File: src/rtl/video_pattern_gen.sv
// Raster test-pattern source: programmable blanking/sync timing driving a vs/de/data pixel stream.
// Counters run one clock ahead of the registered outputs.
module video_pattern_gen #(
    parameter logic [10:0] IMG_WIDTH  = 11'd640,
    parameter logic [10:0] IMG_HEIGHT = 11'd480,
    parameter logic [10:0] H_BLANK    = 11'd16,
    parameter logic [10:0] V_BLANK    = 11'd4,
    parameter logic [10:0] VS_WIDTH   = 11'd2,
    parameter int unsigned DATA_W     = 8
) (
    input  logic              clk,
    input  logic              rst_n,
    input  logic              enable,
    input  logic              single_frame,
    input  logic [1:0]        pattern_sel,
    output logic              busy,
    output logic              video_vs,
    output logic              video_de,
    output logic [DATA_W-1:0] video_data,
    output logic              frame_done,
    output logic [10:0]       x_pos,
    output logic [10:0]       y_pos
);

    localparam int unsigned LINE_LEN  = int'(IMG_WIDTH) + int'(H_BLANK);
    localparam int unsigned FRAME_LEN = int'(V_BLANK) + int'(IMG_HEIGHT);
    localparam logic [10:0] H_LAST    = 11'(LINE_LEN - 1);
    localparam logic [10:0] V_LAST    = 11'(FRAME_LEN - 1);

    typedef enum logic {StIdle, StRun} state_e;

    state_e              state_q, state_d;
    logic [10:0]         h_q, h_d, v_q, v_d;
    logic [1:0]          pat_q, pat_d;
    logic                single_q, single_d;
    logic [DATA_W-1:0]   inc_q, inc_d;

    logic                run, line_end, frame_end, cnt_vs, cnt_de;
    logic [10:0]         y_row;
    logic [DATA_W-1:0]   pix;

    always_comb begin
        run       = (state_q == StRun);
        line_end  = (h_q == H_LAST);
        frame_end = line_end && (v_q == V_LAST);
        cnt_vs    = (v_q < VS_WIDTH);
        cnt_de    = (v_q >= V_BLANK) && (h_q < IMG_WIDTH);
        y_row     = v_q - V_BLANK;
    end

    always_comb begin
        pix = '0;
        case (pat_q)
            2'd0:    pix = inc_q;
            2'd1:    pix = DATA_W'(h_q);
            2'd2:    pix = DATA_W'(y_row);
            default: pix = (h_q[3] ^ y_row[3]) ? '1 : '0;
        endcase
    end

    always_comb begin
        state_d  = state_q;
        h_d      = h_q;
        v_d      = v_q;
        pat_d    = pat_q;
        single_d = single_q;
        inc_d    = inc_q;
        unique case (state_q)
            StIdle: begin
                if (enable) begin
                    state_d  = StRun;
                    h_d      = '0;
                    v_d      = '0;
                    pat_d    = pattern_sel;
                    single_d = single_frame;
                    inc_d    = '0;
                end
            end
            StRun: begin
                if (cnt_de) begin
                    inc_d = inc_q + DATA_W'(1);
                end
                if (line_end) begin
                    h_d = '0;
                    v_d = v_q + 11'd1;
                end else begin
                    h_d = h_q + 11'd1;
                end
                // A frame always runs to completion; enable is only consulted here.
                if (frame_end) begin
                    h_d   = '0;
                    v_d   = '0;
                    inc_d = '0;
                    if (single_q || !enable) begin
                        state_d = StIdle;
                    end else begin
                        pat_d = pattern_sel;
                    end
                end
            end
            default: state_d = StIdle;
        endcase
    end

    always_ff @(posedge clk or negedge rst_n) begin
        if (!rst_n) begin
            state_q  <= StIdle;
            h_q      <= '0;
            v_q      <= '0;
            pat_q    <= '0;
            single_q <= 1'b0;
            inc_q    <= '0;
        end else begin
            state_q  <= state_d;
            h_q      <= h_d;
            v_q      <= v_d;
            pat_q    <= pat_d;
            single_q <= single_d;
            inc_q    <= inc_d;
        end
    end

    always_ff @(posedge clk or negedge rst_n) begin
        if (!rst_n) begin
            busy       <= 1'b0;
            video_vs   <= 1'b0;
            video_de   <= 1'b0;
            video_data <= '0;
            frame_done <= 1'b0;
            x_pos      <= '0;
            y_pos      <= '0;
        end else begin
            busy       <= run;
            video_vs   <= run && cnt_vs;
            video_de   <= run && cnt_de;
            video_data <= (run && cnt_de) ? pix : '0;
            frame_done <= run && frame_end;
            x_pos      <= run ? h_q : '0;
            y_pos      <= run ? y_row : '0;
        end
    end

endmodule

File: config.mk
export PLATFORM = sky130hd
export DESIGN_NAME = video_pattern_gen
export DESIGN_NICKNAME = d
export VERILOG_FILES = /design/src/rtl/video_pattern_gen.sv
export SDC_FILE = /design/constraint.sdc
export NUM_CORES = 1
export LEC_CHECK = 0
export BUFFER_PORTS_ARGS = -buffer_cell sky130_fd_sc_hd__buf_4
export CORE_ASPECT_RATIO = 1.5
export CORE_MARGIN = 2
export CORE_UTILIZATION = 40
export CTS_CLUSTER_DIAMETER = 50
export DETAILED_ROUTE_END_ITERATION = 10
export SYNTH_ARGS = -nofsm -noshare
export SYNTH_HDL_FRONTEND = slang
export SYNTH_SLANG_ARGS = --single-unit
File: constraint.sdc
create_clock -name clk -period 1.9 [get_ports clk]
set_input_delay 0.095 -clock clk [delete_from_list [all_inputs] [get_ports clk]]
set_output_delay 0.095 -clock clk [all_outputs]
set_load 0.005 [all_outputs]
# Word level (Yosys, flattened, before mapping)

Cells that the tools add are included.
Widths: inputs -> output; s select.

Bitwise logic cells: 2
Add/sub/neg operators: 4
$mul: 0
Reductions and logical operators: 12
Muxes and demuxes: 24
Equal/unequal tests: 9
Shift-type cells: 0
Divide/modulo/power cells: 0
Order comparisons: 3

Operator list:

| cell                  | number |
|---|---|
| $mux 11               | 7 |
| $pmux 11 s2           | 2 |
| $mux 8                | 5 |
| $pmux 8 s3            | 1 |
| $add 11x1->11 const B | 2 |
| $pmux 8 s2            | 1 |
| $eq 11x10->1 const B  | 1 |
| $eq 11x9->1 const B   | 1 |
| $ge 11x3->1 const B   | 1 |
| $lt 11x10->1 const B  | 1 |
| $lt 11x2->1 const B   | 1 |
| $sub 11x3->11 const B | 1 |
| $add 8x1->8 const B   | 1 |
| $mux 2                | 3 |
| $ne 3x1->1 const B    | 2 |
| $reduce_and 2->1      | 3 |
| $logic_and 1x1->1     | 5 |
| $ne 2x2->1 const B    | 2 |
| $pmux 2 s2            | 1 |
| $mux 1                | 3 |
| $reduce_and 3->1      | 1 |
| $eq 2x1->1 const B    | 1 |
| $eq 2x2->1 const B    | 1 |
| $logic_not 2->1       | 1 |
| 6 further kinds       | 6 |

ROM bits: 0
Flip-flop bits (word level): 68
Output and inout bits: 34
Bits in writable memories: 0
Memories: 0
Bits in latches: 0

# Logic depth before layout (Yosys ltp)

Word-level depth: 5
Gate-level depth with buffers: 7
Depth with buffers taken out: 7

# Worst setup path before layout

Ideal clock, no wire load.

Path type: register -> register
Start: reg h_q[6]
End: reg pat_q[0]
Stages on the path, launching flop included: 6
Period minus slack after synthesis: 1.871 ns
Setup slack: 0.029 ns
Data arrival time: 1.744 ns
Library setup time: 0.128 ns
Path through: dfrtp_1 > buf_6 > or4b_4 > nor3_4 > a41oi_2 > mux2_1

Longest elaborated chain between the ends: 4

RTL lines:

| item                       | line | RTL |
|---|---|---|
| from (decl)                | 33   | `logic [10:0] h_q, h_d, v_q, v_d;` |
| from (signal assigned)     | 108  | `h_q <= '0;` |
| from (signal assigned)     | 115  | `h_q <= h_d;` |
| $eq 11x10->1               | 44   | `line_end = (h_q == H_LAST);` |
| $logic_and 1x1->1          | 45   | `frame_end = line_end && (v_q == V_LAST);` |
| $ne 2x1->1 (no line)       | n/a  |  |
| $reduce_and 3->1 (no line) | n/a  |  |
| to (signal assigned)       | 117  | `pat_q <= pat_d;` |
| to (decl)                  | 34   | `logic [1:0] pat_q, pat_d;` |

Every way passes these cells.
A chain may end at the register's enable or synchronous reset.

# Worst setup path in the final report

Start: reg h_q[8]
End: reg inc_q[3]

Longest elaborated chain between the ends: 4

RTL lines:

| item                                                     | line   | RTL |
|---|---|---|
| $lt 11x10->1 or $eq 11x10->1 (tied branches)             | 47, 44 |  |
| $logic_and 1x1->1, on equally long branches              | 47, 45 |  |
| $ne 3x1->1 (no line) or $mux 8 (tied branches)           | n/a    |  |
| $reduce_and 2->1 (no line) or $pmux 8 s2 (tied branches) | n/a    |  |
| to (signal assigned)                                     | 119    | `inc_q <= inc_d;` |
| to (decl)                                                | 36     | `logic [DATA_W-1:0] inc_q, inc_d;` |

Several ways; a longest one is shown, not always the timed one.

==> flow_metrics.tcl <==
set metrics [dict create \
    r2r_cells 5 \
    gr-total-overflow 0 \
    die_height_um 117 \
    drtIter0Drc 169 \
    top_usage_layer "met2" \
    regToRegStartpoint "h_q[8]" \
    fin_crit_sh_pct 98.1 \
    layout.nets 422 \
    die_area_um2 9240 \
    leakagePower_uw 0.00198 \
    p_comb_share_pct 28.2 \
    vias 2747 \
    synth_flop_cell "dfrtp_1" \
    dpl.hpwl_mm 6.13 \
    io_buffers 39 \
    synth_edf_count 0 \
    wl_per_cell_um 15.9 \
    yosys-top-cells-count "dfrtp_1, nand2_1, o21ai_0, and2_1, nor2_1" \
    setup_viol 0 \
    avgSynthCellArea_um2 10.1 \
    grt_pass1_vias 2590 \
    diodes 0 \
    antenna_found_initial 0 \
    status "finished clean" \
    max-cap-violations 0 \
    final_layout_size_suffix_gt1_share_pct 28.4 \
    gp_congestion 0.845 \
    worst_setup_path_end_kind "flip-flop" \
    swShare_pct 29.7 \
    peakVddDrop_uv 521 \
    clkPwrFrac_pct 32.7 \
    grt_use_met2_pct 32.1 \
    slew_violations 0 \
    synthesis.nets 346 \
    synthDistinctLibCells 57 \
    synth-async-reset-ratio_pct 100 \
    yosysSeqAreaShare_pct 50.2 \
    synth_top_area_share_pct 50.2 \
    ys_ff_latch 68 \
    cts_buffers 9 \
    ios 40 \
    reg2reg_slack_ns 0.04 \
    power_frac_seq_pct 39.1 \
    slew_headroom_pct 64.0 \
    synthToLayoutAreaGrowth_pct 29.8 \
    powerDensity_nw_per_um2 1240 \
    grt_max_degree 41 \
    synth.area.top_cells "dfrtp_1, o21ai_0, and2_1" \
    fp.dieW_um 79.1 \
    path_class "reg -> reg" \
    arrival_ns 2.09 \
    clock_latency_ns 0.34 \
    coreArea_um2 8310 \
    placed_cells 498 \
    rsz0062_at_grt "yes" \
    met3_usage_pct 3.55 \
    fin_crit_ns 1.86 \
    hold_viol_final 0 \
    fin_cells 522 \
    num_rows 41 \
    cts_num_sinks 68 \
    synth_area_leader_cell "dfrtp_1" \
    cp_max_fo 7 \
    clockBufferDepth 2 \
    r2r_end "inc_q[3]" \
    drc 0 \
    worst_pin_slew_ns 0.541 \
    gr-usage-all-layers_pct 19.5 \
    power.switching_uw 1610 \
    routed_via_density 5.26 \
    intPower_uw 3820 \
    fmax_mhz 536 \
    cts_tree "done" \
    h-tree-depth 3 \
    syn_area_um2 3390 \
    start_util_pct 40.8 \
    skew_ns 0.00459 \
    grt_pass1_wl_mm 13.3 \
    synth_warnings 0 \
    startpoint_type "flip-flop" \
    synth_cells 334 \
    finalWirelength_mm 8.32 \
    clkSlewWorstSetupHoldPaths_ns 0.05 \
    postRouteAntennaNets 0 \
    hold_path_class "in -> async" \
    required_ns 2.13 \
    use_met1_pct 22.7 \
    root_buffer "clkbuf_16" \
    yosys.cell_count.top_type "dfrtp_1" \
    dr.pass1.iters 4 \
    fin_setup_tns_ns 0 \
    finish.utilization_pct 52.9 \
]
-- worst max-delay path, cell delays in order (launching register included) --
cell	delay, ns
dfrtp_1	0.40
or4b_4	0.58
nor3_4	0.27
a21boi_2	0.16
a21o_1	0.18
a22o_1	0.17
-- how the worst max path moves through the flow --
stage / startpoint / end / slack [ns]
after global routing: h_q[6] / inc_q[3] / -0.03
after global placement: h_q[8] / pat_q[0] / 0.06
after CTS: h_q[0] / v_q[7] / 0.02
final: h_q[8] / inc_q[3] / 0.04
after floorplan: h_q[6] / pat_q[0] / 0.03
after detailed placement: h_q[8] / inc_q[3] / 0.04
-- layout make-up --
| class | instances | area, um2 |
|---|---|---|
| multi-input cells | 237 | 1550 |
| repair buffers | 84 | 656 |
| fillers | 774 | 3920 |
| well taps | 107 | 134 |
| clock inverters | 4 | 72.6 |
| flip-flops and latches | 68 | 1700 |
| clock buffers | 12 | 246 |
| inverters | 10 | 37.5 |
-- placed cells by master (no fill, tap or decap), drive strengths merged, types with 4 or more instances in the layout --
cell	synthesis	routed
a21o	4	4
o22ai	5	5
clkbuf	11	12
buf	8	79
mux2	5	5
nand2	32	32
inv	10	10
dlygate4sd3	0	5
nand4	5	5
xnor2	6	6
nor2	21	21
and3	7	7
nor2b	9	9
a31oi	5	5
nand3	16	16
ha	6	6
xor2	4	4
a21oi	8	8
nor3	5	5
a211oi	4	4
o31ai	6	6
dfrtp	68	68
and2	24	24
o21ai	31	31
-- cell families after synthesis --
group,Yosys count,synth area share (%)
compound gates,75,14.8
xor+xnor,10,2.59
fa+ha+maj,6,2.22
buf+inv,29,5.02
flops,68,50.2
mux,7,2.25
simple gates,139,22.9
-- flip-flops by register name, summed over array words and instances (netlist names) --
| signal | flops |
|---|---|
| run | 1 |
| y_pos | 11 |
| video_vs | 1 |
| v_q | 11 |
| single_q | 1 |
| video_de | 1 |
| busy | 1 |
| frame_done | 1 |
| x_pos | 11 |
| video_data | 8 |
| h_q | 11 |
| pat_q | 2 |
| inc_q | 8 |
-- through the flow --
step	instance area, um2	total power (uW)	hold slack (ns)	setup slack (ns)
after detailed placement	3970	3660	0.116	0.0400
after global routing	4400	5770	0.334	-0.0258
final	4400	5440	0.286	0.0355
after CTS	4340	5470	0.301	0.0157
after global placement	3970	3630	0.110	0.0630
after floorplan	3390	2920	-0.201	0.0286
-- routing by layer --
metal	wire [um]	up-vias	share of wire (%)
li1	-	1330	-
met1	3310	1317	40
met2	4260	74	51
met3	356	26	4.3
met4	397	0	4.8
met5	0	-	0
-- what timing repair did --
action,CTS,global route
hold buffers,5,0
hold endpoints to repair,43,0
gates resized for setup,0,8
setup endpoints to repair,0,22
setup buffers,0,3
-- power groups by stage --
stage	combinational [uW]	clock, uW	sequential, uW
floorplan	820	0	2100
global placement	1500	0	2130
detailed placement	1520	0	2140
CTS	1530	1820	2120
global route	1710	1890	2180
finish	1530	1780	2120
(Power assumes the default switching activity.)
